## config.mk

```make
export PLATFORM = sky130hd
export DESIGN_NAME = renode_axi_manager_engine
export DESIGN_NICKNAME = d
export VERILOG_FILES = /design/src/rtl/renode_axi_manager_engine.sv
export SDC_FILE = /design/constraint.sdc
export NUM_CORES = 1
export LEC_CHECK = 0
export ABC_AREA = 1
export CAP_MARGIN = 20
export CORE_AREA = 2 2 129 131
export DETAILED_ROUTE_END_ITERATION = 8
export DIE_AREA = 0 0 131 133
export HOLD_SLACK_MARGIN = 0.05
export PLACE_DENSITY = 0.78
export SYNTH_ARGS = -nofsm -noshare
export SYNTH_HDL_FRONTEND = slang
export SYNTH_SLANG_ARGS = --single-unit
```

## constraint.sdc

```tcl
create_clock -name aclk -period 7.81 [get_ports aclk]
set_input_delay 1.1715 -clock aclk [delete_from_list [all_inputs] [get_ports aclk]]
set_output_delay 1.1715 -clock aclk [all_outputs]
set_load 0.02 [all_outputs]
```

## src/rtl/renode_axi_manager_engine.sv

```systemverilog
// AXI4 manager: turns a command/data stream pair into single-outstanding INCR bursts,
// with byte-lane steering, legality checks in a dedicated cycle, and response aggregation.
module renode_axi_manager_engine #(
   parameter int AddressWidth       = 32,
   parameter int DataWidth          = 32,
   parameter int TransactionIdWidth = 8,
   localparam int StrobeWidth       = DataWidth / 8
) (
   input  logic                          aclk,
   input  logic                          areset,
   // command
   input  logic                          cmd_valid,
   output logic                          cmd_ready,
   input  logic                          cmd_write,
   input  logic [AddressWidth-1:0]       cmd_addr,
   input  logic [2:0]                    cmd_size,
   input  logic [7:0]                    cmd_len,
   input  logic [TransactionIdWidth-1:0] cmd_id,
   // write data stream
   input  logic                          wr_valid,
   output logic                          wr_ready,
   input  logic [DataWidth-1:0]          wr_data,
   // read data stream
   output logic                          rd_valid,
   input  logic                          rd_ready,
   output logic [DataWidth-1:0]          rd_data,
   output logic                          rd_last,
   // completion
   output logic                          done_valid,
   output logic [1:0]                    done_resp,
   // AW
   output logic                          awvalid,
   input  logic                          awready,
   output logic [TransactionIdWidth-1:0] awid,
   output logic [AddressWidth-1:0]       awaddr,
   output logic [7:0]                    awlen,
   output logic [2:0]                    awsize,
   output logic [1:0]                    awburst,
   // W
   output logic                          wvalid,
   input  logic                          wready,
   output logic [DataWidth-1:0]          wdata,
   output logic [StrobeWidth-1:0]        wstrb,
   output logic                          wlast,
   // B
   input  logic                          bvalid,
   output logic                          bready,
   input  logic [TransactionIdWidth-1:0] bid,
   input  logic [1:0]                    bresp,
   // AR
   output logic                          arvalid,
   input  logic                          arready,
   output logic [TransactionIdWidth-1:0] arid,
   output logic [AddressWidth-1:0]       araddr,
   output logic [7:0]                    arlen,
   output logic [2:0]                    arsize,
   output logic [1:0]                    arburst,
   // R
   input  logic                          rvalid,
   output logic                          rready,
   input  logic [TransactionIdWidth-1:0] rid,
   input  logic [DataWidth-1:0]          rdata,
   input  logic [1:0]                    rresp,
   input  logic                          rlast
);

   localparam int LaneWidth = (StrobeWidth > 1) ? $clog2(StrobeWidth) : 1;
   localparam int MaxSize   = $clog2(StrobeWidth);
   localparam logic [1:0] RespOkay   = 2'b00;
   localparam logic [1:0] RespSlverr = 2'b10;

   typedef enum logic [2:0] {
      S_IDLE, S_CHECK, S_AW, S_W, S_B, S_AR, S_R, S_DONE
   } state_t;

   state_t state, state_nx;

   logic                          write_q;
   logic [AddressWidth-1:0]       addr_q;
   logic [AddressWidth-1:0]       beat_addr_q;
   logic [2:0]                    size_q;
   logic [7:0]                    len_q;
   logic [7:0]                    beat_q;
   logic [TransactionIdWidth-1:0] id_q;
   logic [1:0]                    resp_q;

   logic [7:0]             size_bytes;
   logic [LaneWidth-1:0]   lane;
   logic [19:0]            burst_end;
   logic                   illegal;
   logic                   last_beat;
   logic [StrobeWidth-1:0] strb_base;
   logic [DataWidth-1:0]   data_mask;
   logic                   r_bad;
   logic [1:0]             r_beat_resp;
   logic                   w_hs, r_hs;

   assign size_bytes = 8'd1 << size_q;
   assign lane       = LaneWidth'(beat_addr_q) & LaneWidth'(StrobeWidth - 1);
   assign last_beat  = (beat_q == len_q);

   // 20 bits hold the worst case 0xFFF + 256*128 without overflow
   assign burst_end = 20'(addr_q[11:0]) + ((20'(len_q) + 20'd1) << size_q);
   assign illegal   = (size_q > 3'(MaxSize))
                   || ((addr_q[7:0] & (size_bytes - 8'd1)) != 8'd0)
                   || (burst_end > 20'd4096);

   always_comb begin
      strb_base = '0;
      data_mask = '0;
      for (int i = 0; i < StrobeWidth; i++) begin
         strb_base[i]       = (i < int'(size_bytes));
         data_mask[8*i +: 8] = {8{strb_base[i]}};
      end
   end

   assign awid    = id_q;
   assign awaddr  = addr_q;
   assign awlen   = len_q;
   assign awsize  = size_q;
   assign awburst = 2'b01;
   assign arid    = id_q;
   assign araddr  = addr_q;
   assign arlen   = len_q;
   assign arsize  = size_q;
   assign arburst = 2'b01;

   assign wdata   = wr_data << {lane, 3'b000};
   assign wstrb   = strb_base << lane;
   assign wlast   = (state == S_W) && last_beat;
   assign rd_data = (rdata >> {lane, 3'b000}) & data_mask;
   assign rd_last = (state == S_R) && last_beat;

   assign done_resp = resp_q;

   assign w_hs = (state == S_W) && wr_valid && wready;
   assign r_hs = (state == S_R) && rvalid && rd_ready;

   // A protocol violation on R counts as at least SLVERR but never hides a DECERR
   assign r_bad       = (rid != id_q) || (rlast != last_beat);
   assign r_beat_resp = (r_bad && (rresp < RespSlverr)) ? RespSlverr : rresp;

   always_ff @(posedge aclk) begin
      if (areset) state <= S_IDLE;
      else        state <= state_nx;
   end

   always_comb begin
      state_nx   = state;
      cmd_ready  = 1'b0;
      awvalid    = 1'b0;
      wvalid     = 1'b0;
      wr_ready   = 1'b0;
      bready     = 1'b0;
      arvalid    = 1'b0;
      rready     = 1'b0;
      rd_valid   = 1'b0;
      done_valid = 1'b0;
      case (state)
         S_IDLE: begin
            cmd_ready = 1'b1;
            if (cmd_valid) state_nx = S_CHECK;
         end
         S_CHECK: begin
            if (illegal)      state_nx = S_DONE;
            else if (write_q) state_nx = S_AW;
            else              state_nx = S_AR;
         end
         S_AW: begin
            awvalid = 1'b1;
            if (awready) state_nx = S_W;
         end
         S_W: begin
            wvalid   = wr_valid;
            wr_ready = wready;
            if (wr_valid && wready && last_beat) state_nx = S_B;
         end
         S_B: begin
            bready = 1'b1;
            if (bvalid) state_nx = S_DONE;
         end
         S_AR: begin
            arvalid = 1'b1;
            if (arready) state_nx = S_R;
         end
         S_R: begin
            rready   = rd_ready;
            rd_valid = rvalid;
            if (rvalid && rd_ready && last_beat) state_nx = S_DONE;
         end
         S_DONE: begin
            done_valid = 1'b1;
            state_nx   = S_IDLE;
         end
         default: state_nx = S_IDLE;
      endcase
      // reset masks every handshake immediately so a pending beat is dropped
      if (areset) begin
         state_nx   = S_IDLE;
         cmd_ready  = 1'b0;
         awvalid    = 1'b0;
         wvalid     = 1'b0;
         wr_ready   = 1'b0;
         bready     = 1'b0;
         arvalid    = 1'b0;
         rready     = 1'b0;
         rd_valid   = 1'b0;
         done_valid = 1'b0;
      end
   end

   always_ff @(posedge aclk) begin
      if (areset) begin
         write_q     <= 1'b0;
         addr_q      <= '0;
         beat_addr_q <= '0;
         size_q      <= '0;
         len_q       <= '0;
         beat_q      <= '0;
         id_q        <= '0;
         resp_q      <= RespOkay;
      end else begin
         case (state)
            S_IDLE: if (cmd_valid) begin
               write_q     <= cmd_write;
               addr_q      <= cmd_addr;
               beat_addr_q <= cmd_addr;
               size_q      <= cmd_size;
               len_q       <= cmd_len;
               id_q        <= cmd_id;
               beat_q      <= '0;
               resp_q      <= RespOkay;
            end
            S_CHECK: if (illegal) resp_q <= RespSlverr;
            S_W: if (w_hs) begin
               beat_q      <= beat_q + 8'd1;
               beat_addr_q <= beat_addr_q + AddressWidth'(size_bytes);
            end
            S_B: if (bvalid) resp_q <= (bid == id_q) ? bresp : RespSlverr;
            S_R: if (r_hs) begin
               beat_q      <= beat_q + 8'd1;
               beat_addr_q <= beat_addr_q + AddressWidth'(size_bytes);
               if (r_beat_resp > resp_q) resp_q <= r_beat_resp;
            end
            default: ;
         endcase
      end
   end

endmodule

```

==> results.yml, run 1 <==
setup_path:
  r2r_cells: 19
  r2r_end: "done_resp[0]"
  crit_arrival_ns: 3.38
  crit_end: "rd_valid"
  critical_path_required_ns: 6.64
  startpoint: "areset"
  critPathLaunchType: "primary input"
  crit_type: "in2out"
  end_kind: "output pin"
  rrSetupSlack_ns: 4.11
  cp_max_fo: 44
  crit-reg2reg-launch: "arsize[0]"
clock_tree:
  root_buffer: "clkbuf_16"
  clk_path_buf_depth: 2
  cts_setup_buffers: 0
  h-tree-depth: 3
  holdBufCountCts: 0
  clkLatencyLatePin_ns: 0.33
  cts_buffers: 9
  path_clk_slew_ns: 0.06
  clock_sinks: 67
  cts_tree: "built"
  post_cts_resized: 0
timing:
  final.setup_skew_ns: 0.00783
  fin_crit_sh_pct: 58.3
  setup_viol: 0
  totalNegativeSetupSlack_ns: 0
  layout_min_cycle_time_ns: 4.55
  slew_headroom_pct: 39.3
  rsz0062_at_grt: "false"
  tightestPinTransition_ns: 0.910
  hold_viol: 0
  max_freq_ghz: 0.220
  slew_viol_final: 0
floorplanning:
  rows: 47
  die_area_sq_um: 17400
  die_w_um: 131
  core_sq_um: 16200
  ios: 334
  start_util_pct: 36.6
  die_h_um: 133
worst_hold_path:
  hold_path_class: "reg2reg"
detailed_routing:
  vias_per_cell: 5.03
  ant_nets: 0
  post_drt_wl_per_cell_um: 14.7
  via_count: 7275
  first_pass_iters: 5
  remaining_drc_errors: 0
  wirelength_um: 21300
  initialDrtViolationCount: 303
cells_and_area:
  instances_no_fill: 1446
  areaGrowthSynthToFinish_pct: 56.6
  num-nets-final: 1387
  drive_above_1_share_pct: 5.46
  regArea_sq_um: 1340
  nFillCells: 1571
  multi_input_area_sq_um: 3620
  antenna_cells: 0
power_and_ir_drop:
  peakVddDrop_uv: 169
  p_total_uw: 3240
  p_leak_uw: 0.00378
  power_density_nw_per_um2: 350
global_routing:
  antenna_found_initial: 0
  grt-ovfl-total: 0
  grt_max_degree: 77
  grt_pass1_wl_um: 31900
  grt_pass1_vias: 6585
  grt.total_usage_pct: 22.8
synth:
  synth_seq_cells: 67
  synth_top_area_share_pct: 22.7
  async_reset_ff_share_pct: 0
  synth_flop_cell: "dfxtp_1"
  synthCells: 978
  synth-edff-count: 0
  synth_largest_area_cell: "dfxtp_1"
  yosysMostFrequentCell: "nand2_1"
  synthTopCellsByArea: "dfxtp_1 23%, nand2_1 14%, a21oi_1 8.1%"
  synth.distinct_cells: 41
  ys_warn_count: 0
  synth_common_cells: "222 x nand2_1, 98 x nor2_1, 96 x a21oi_1"
  avgSynthCellArea_sq_um: 6.05
  netlist_area_sq_um: 5920
  ys_seq_area_share_pct: 22.7
outcome:
  outcome: "complete, no violations"
placed_design:
  gp_congestion: 0.886
  dp_hpwl_um: 16600
  placed_cells: 1430
  portBuffers: 329
run:
  max_cap_viol_count: 0
## sequential cells by signal, summed over array words and instances (netlist names)
register / count
state: 3
arlen: 8
arsize: 3
araddr: 32
done_resp: 2
beat_q: 8
write_q: 1
arid: 8
beat_addr_q: 2
## cells by family after synthesis
family                     after synthesis  synth area share, %
buffers and inverters                  201                 16.4
DFF                                     67                 22.7
adders and majority gates               19                 4.15
xor gates and xnor gates                14                 2.07
AOI/OAI and AO/OA                      210                 19.7
other                                    2                0.127
muxes                                    5                0.846
and+or+nand+nor                        460                 34.1
## per-stage QoR
step / hold slack, ns / util, % / area (sq um) / worst slack, ns
2_1_floorplan: 0.444 / - / 5920 / 4.51
6_report: 0.478 / 57.3 / 9270 / 3.26
5_1_grt: 0.505 / 57.3 / 9270 / 3.08
4_1_cts: 0.479 / 57.3 / 9270 / 3.24
3_3_place_gp: 0.465 / 55.2 / 8930 / 3.28
3_5_place_dp: 0.469 / 55.2 / 8930 / 3.25
## cell type report
cell class                 instances  share of cell area, %
timing repair buffer             334                   35.9
clock inverter                     5                  0.905
sequential                        67                   14.5
tap                              220                   2.97
multi-input combinational        712                   39.0
clock buffer                      11                   2.73
inverter                          97                   3.93
## cells in the final DEF (no fill, tap or decap), types with 3 or more instances in the layout
cell type / synthesis / layout
clkdlybuf4s50_1: 0 / 329
nand2_1: 222 / 221
nor2_1: 98 / 98
a21oi_1: 96 / 96
inv_1: 89 / 89
nand3_1: 73 / 73
o21ai_0: 67 / 67
dfxtp_1: 67 / 65
ha_1: 18 / 18
nand4_1: 16 / 16
a22oi_1: 16 / 16
nor3_1: 13 / 13
or2_2: 12 / 12
nand2_2: 9 / 10
xnor2_1: 10 / 10
o22ai_1: 9 / 9
clkbuf_16: 0 / 9
inv_2: 8 / 8
a311oi_1: 7 / 7
mux2i_1: 5 / 5
buf_4: 56 / 5
nor2_4: 4 / 4
xor2_1: 4 / 4
nand3_2: 4 / 4
o21ai_1: 4 / 4
conb_1: 2 / 4
nor2_2: 3 / 3
a211oi_1: 3 / 3
## worst min path at each step
stage	startpoint	end	slack (ns)	cells past startpoint
2_1_floorplan	write_q	write_q	0.44	2
3_3_place_gp	write_q	write_q	0.46	2
3_5_place_dp	write_q	write_q	0.47	2
4_1_cts	write_q	write_q	0.48	2
5_1_grt	write_q	write_q	0.50	2
6_report	write_q	write_q	0.48	2
## layer usage
metal / vias up / share of wire, % / wire, um / GRT usage, %
met1: 3302 / 38 / 8140 / 24.9
li1: 3655 / - / - / -
met4: 0 / 1.7 / 353 / 6.44
met5: - / 0 / 0 / 0
met2: 297 / 51 / 10900 / 42.5
met3: 21 / 8.7 / 1850 / 5.74
## power by group
| group | switching [uW] | internal (uW) | total [uW] |
|---|---|---|---|
| logic | 1270 | 931 | 2200 |
| clock network | 161 | 298 | 459 |
| registers | 153 | 432 | 585 |
| total | 1580 | 1660 | 3240 |
## worst max-delay path, stage by stage
cell and delay, ns:
clkdlybuf4s50_1 0.39, buf_4 0.27, inv_1 0.63, nand2_1 0.12, nor2_1 0.14, clkdlybuf4s50_1 0.63
(Power assumes the default switching activity.)
==> inputs of run 2 (changes only) <==
Settings changed: CORE_AREA 2 2 129 131 to default, CORE_UTILIZATION from default to 36, DIE_AREA 0 0 131 133 to default, PLACE_DENSITY 0.78 to 0.79.
Clock period 7.81 ns to 3.7 ns, I/O delays scaled along.
==> results.yml, run 2 (synthesis gave the netlist of run 1 again) <==
outcome:
  outcome: "complete, no violations"
placed_design:
  preCtsSetupSlack_ns: 0.308
  gp_congestion: 0.926
  dp_hpwl_um: 17400
  portBuffers: 329
power_and_ir_drop:
  p_leak_uw: 0.00382
  p_total_uw: 6820
  peakVddDrop_uv: 343
  power_density_nw_per_um2: 732
timing:
  totalNegativeSetupSlack_ns: 0
  worst_slack_ns: 0.428
  layout_min_cycle_time_ns: 3.27
  tightestPinTransition_ns: 0.874
  hold_viol: 0
  slew_viol_final: 0
  rsz0062_at_grt: "false"
  max_freq_ghz: 0.306
  fin_crit_sh_pct: 88.4
  final.setup_skew_ns: 0.00496
  setup_viol: 0
  slew_headroom_pct: 41.5
  whs_ns: 0.482
clock_tree:
  holdBufCountCts: 0
  path_clk_slew_ns: 0.06
  clkLatencyLatePin_ns: 0.33
  root_buffer: "clkbuf_16"
  clk_path_buf_depth: 2
  clock_sinks: 67
  h-tree-depth: 3
  cts_buffers: 9
  cts_tree: "built"
worst_hold_path:
  hold_path_class: "reg2reg"
floorplanning:
  start_util_pct: 37.1
  die_area_sq_um: 16900
  core_sq_um: 15900
  die_w_um: 130
  die_h_um: 130
  ios: 334
  rows: 46
run:
  max_cap_viol_count: 0
setup_path:
  end_kind: "output pin"
  cp_slowest_cell: "clkdlybuf4s50_1"
  cp_max_fo: 24
  crit_arrival_ns: 2.72
  max_stage_delay_ns: 0.66
  critPathBufInv: 2
  path_cells: "inv_1 -> nand2_1 -> nor3_1 -> clkdlybuf4s50_1"
  critical_path_required_ns: 3.14
  critPathLaunchType: "flop"
  crit_family: "buffers and inverters"
  crit_type: "reg2out"
global_routing:
  grt-ovfl-total: 0
  grt_pass1_wl_um: 32500
  grt.total_usage_pct: 24.3
  antenna_found_initial: 0
  grt_max_degree: 77
  grt_pass1_vias: 6691
detailed_routing:
  initialDrtViolationCount: 387
  ant_nets: 0
  via_count: 7308
  remaining_drc_errors: 0
  post_drt_wl_per_cell_um: 15.0
  first_pass_iters: 7
  wirelength_um: 21700
  vias_per_cell: 5.03
cells_and_area:
  num-nets-final: 1397
  largest_reg_flops: 32
  final_common_cell: "clkdlybuf4s50_1"
  areaGrowthSynthToFinish_pct: 57.5
  layout_common_cells: "329 x clkdlybuf4s50_1, 220 x nand2_1, 98 x nor2_1, 94 x a21oi_1, 89 x inv_1"
  drive_above_1_share_pct: 6.80
  nFillCells: 1579
  antenna_cells: 0
==> run 2: cell count changes in the layout (fill, tap and decap cells not counted), sizes merged <==
cell	delta
clkbuf	-2
bufinv	-1
clkinv	+4
clkinvlp	-1
buf	+10
==> run 2: power breakdown <==
group	internal [uW]	leakage, uW	switching (uW)
clock network	526	0.000146	342
logic	2010	0.00313	2790
registers	916	0.000551	239
total	3450	0.00382	3370
==> run 2: repair_timing <==
item / in CTS / in global routing
endpoints found under the setup margin: 0 / 3
endpoints found under the hold margin: 0 / 0
buffers inserted: 0 / 0
gates resized for setup: 0 / 8
==> run 2: area by class of cell <==
| class | count | area, sq um | share of cell area [%] |
|---|---|---|---|
| multi-input cells | 712 | 3630 | 38.9 |
| flip-flops and latches | 67 | 1350 | 14.5 |
| clock buffers | 9 | 225 | 2.42 |
| well taps | 216 | 270 | 2.90 |
| repair buffers | 344 | 3410 | 36.6 |
| inverters | 97 | 364 | 3.91 |
| clock inverters | 7 | 77.6 | 0.833 |
==> run 2: metal layers <==
layer / share of wire, % / vias to the layer above / GRT usage, % / wire length, um
met2: 51 / 301 / 46.5 / 11200
met3: 8.2 / 32 / 6.07 / 1790
met1: 38 / 3286 / 25.3 / 8250
met5: 0 / - / 0 / 0
met4: 2.5 / 0 / 9.10 / 538
li1: - / 3689 / - / -
==> run 2: path summary, 6_finish.rpt <==
kind	end	cells past startpoint	slack, ns	startpoint
worst max-delay path	rd_data[25]	4	0.43	beat_addr_q[1]
worst min register to register	araddr[22]	2	0.48	araddr[22]
worst min-delay path	araddr[22]	2	0.48	araddr[22]
worst max register to register	done_resp[1]	17	0.44	arlen[0]
==> run 2: worst register-to-register path: stages (launching register included) <==
cell and delay, ns:
dfxtp_2 0.35, ha_1 0.31, o21ai_0 0.41, nor2_1 0.20, fa_1 0.49, or2_2 0.30, nor2_1 0.10, nand3_1 0.07
nor2_1 0.10, nand3_1 0.09, nor2_1 0.10, nand4_1 0.11, nand2_1 0.12, nand3_2 0.09, nand2_2 0.07, nand2_2 0.06
o21ai_1 0.12, inv_1 0.06
==> run 2: metrics by stage <==
step | instance area, sq um | std cells | utilization [%]
after floorplan | 5920 | 980 | -
after global placement | 9000 | 1436 | 56.5
after detailed placement | 9000 | 1436 | 56.5
after CTS | 9300 | 1452 | 58.4
after global routing | 9320 | 1452 | 58.4
final | 9320 | 1452 | 58.4
==> inputs of run 3 (changes only) <==
Settings changed: ABC_AREA 1 to default, PLACE_DENSITY 0.79 to 0.8.
==> results.yml, run 3 <==
timing:
  rsz0062_at_grt: "true"
  worst_slack_ns: -0.0165
  totalNegativeSetupSlack_ns: -0.0286
  layout_min_cycle_time_ns: 3.72
  slew_viol_final: 0
  slew_headroom_pct: 48.4
  hold_viol: 0
  max_freq_ghz: 0.269
  whs_ns: 0.468
  tightestPinTransition_ns: 0.774
  fin_crit_sh_pct: 100
  final.setup_skew_ns: 0.00450
  setup_viol: 2
placed_design:
  preCtsSetupSlack_ns: -0.0592
  place_area_sq_um: 9150
  portBuffers: 329
  gp_congestion: 0.913
  dp_hpwl_um: 17200
synth:
  synth.distinct_cells: 67
  synth_flop_cell: "dfxtp_1"
  ys_warn_count: 0
  synth_largest_area_cell: "dfxtp_1"
  synth_top_area_share_pct: 23.0
  avgSynthCellArea_sq_um: 7.02
  synthCells: 830
  synth-edff-count: 0
  synthTopCellsByArea: "dfxtp_1 23%, nand2_1 9.1%, a21oi_1 8.7%"
  synth_seq_cells: 67
  ys_seq_area_share_pct: 23.0
  yosysMostFrequentCell: "nand2_1"
  async_reset_ff_share_pct: 0
  synth_common_cells: "141 x nand2_1, 101 x a21oi_1, 74 x nor2_1"
  netlist_area_sq_um: 5830
floorplanning:
  rows: 46
  die_area_sq_um: 16700
  start_util_pct: 36.8
  ios: 334
  die_h_um: 129
  die_w_um: 129
  core_sq_um: 15800
clock_tree:
  path_clk_slew_ns: 0.06
  cts_tree: "built"
  clk_path_buf_depth: 2
  cts_buffers: 9
  root_buffer: "clkbuf_16"
  holdBufCountCts: 0
  clkLatencyLatePin_ns: 0.33
  h-tree-depth: 3
  clock_sinks: 67
setup_path:
  cp_max_fo: 4
  crit_type: "reg2reg"
  crit_arrival_ns: 3.95
  critical_path_required_ns: 3.93
  r2r_cells: 17
  critPathLaunchType: "flop"
  end_kind: "flop"
detailed_routing:
  remaining_drc_errors: 0
  ant_nets: 0
  initialDrtViolationCount: 246
  post_drt_wl_per_cell_um: 16.6
  wirelength_um: 22100
  via_count: 6915
  first_pass_iters: 5
  vias_per_cell: 5.19
run:
  max_cap_viol_count: 0
cells_and_area:
  drive_above_1_share_pct: 10.1
  nFillCells: 1437
  areaGrowthSynthToFinish_pct: 64.5
  largest_reg_flops: 32
  postLayoutCellArea_sq_um: 9590
  final_common_cell: "clkdlybuf4s50_1"
  layout_common_cells: "328 x clkdlybuf4s50_1, 140 x nand2_1, 100 x a21oi_1, 73 x nor2_1, 58 x dfxtp_1"
  num-nets-final: 1275
worst_hold_path:
  hold_path_class: "reg2reg"
  whs_path_depth: 2
power_and_ir_drop:
  p_leak_uw: 0.00359
  peakVddDrop_uv: 392
  p_total_uw: 6560
  power_density_nw_per_um2: 684
global_routing:
  grt_pass1_vias: 6406
  grt_pass1_wl_um: 32800
  grt.total_usage_pct: 25.3
  antenna_found_initial: 3
  grt-ovfl-total: 0
  grt_max_degree: 72
outcome:
  failed_checks: "negative setup slack"
  outcome: "finished, violations left"
## run 3: cell types whose count changed in the layout (fill, tap and decap cells not counted), sizes merged, moves of 9 or more
cell	before	now
a211oi	3	24
a22oi	16	2
and2	0	17
buf	15	54
inv	98	10
mux2i	5	40
nand2	232	141
nand3	77	11
nor2	105	74
nor2b	0	22
o21ai	71	25
or2	13	4
xnor2	10	28
## run 3: final cells by class
type	instances	area [sq um]	area share, %
Tap cell	216	270	2.82
Clock inverter	6	86.3	0.900
Inverter	11	41.3	0.431
Clock buffer	10	250	2.61
Antenna cell	3	7.51	0.0783
Multi-Input combinational cell	638	3870	40.4
Sequential cell	67	1360	14.2
Timing Repair Buffer	382	3700	38.6
## run 3: layer usage
metal  wire length (um)  track usage [%]
met3               1790             5.99
met5                  0                0
met1               8240             26.6
met2              11500             47.4
met4                557             11.6
## run 3: logic make-up after synthesis
kind of cell / after synthesis / synth area share (%)
DFF: 67 / 23.0
other: 2 / 0.129
xor gates and xnor gates: 35 / 5.26
buffers and inverters: 127 / 11.9
AOI/OAI and AO/OA: 209 / 22.5
muxes: 42 / 7.25
adders and majority gates: 19 / 4.21
and+or+nand+nor: 329 / 25.8
## run 3: path summary, 6_finish.rpt
path                   start    endpoint  slack, ns
hold / removal    araddr[29]  araddr[29]       0.47
hold reg to reg   araddr[29]  araddr[29]       0.47
setup / recovery    arlen[1]    state[1]      -0.02
setup reg to reg    arlen[1]    state[1]      -0.02
## run 3: critical path, cell delays in order, from the launching register on
cell	delay, ns
dfxtp_4	0.37
ha_4	0.14
nand2_2	0.05
or3_4	0.33
a21oi_2	0.16
a211oi_2	0.07
mux2i_1	0.20
mux2i_1	0.11
ha_1	0.31
a211o_1	0.30
a2111o_1	0.34
a22oi_2	0.18
a21oi_2	0.09
nor4_2	0.30
a31oi_2	0.14
buf_4	0.16
a31o_2	0.19
a21bo_2	0.18
## run 3: metrics by stage
stage | cells | util (%)
floorplan | 832 | -
global placement | 1307 | 57.8
detailed placement | 1307 | 57.8
CTS | 1325 | 60.1
global route | 1333 | 60.6
finish | 1333 | 60.6
## run 3: power by group
group,leakage [uW],switching (uW),total [uW],internal [uW]
Clock,0.000164,333,963,629
Combinational,0.00288,2380,4400,2020
Sequential,0.000552,314,1190,880
Total,0.00359,3030,6560,3530
## run 3: repair_timing
action / in CTS / in global routing
buffers inserted: 2 / 5
pin swaps: 4 / 4
endpoints found under the setup margin: 2 / 5
gates resized for setup: 2 / 13
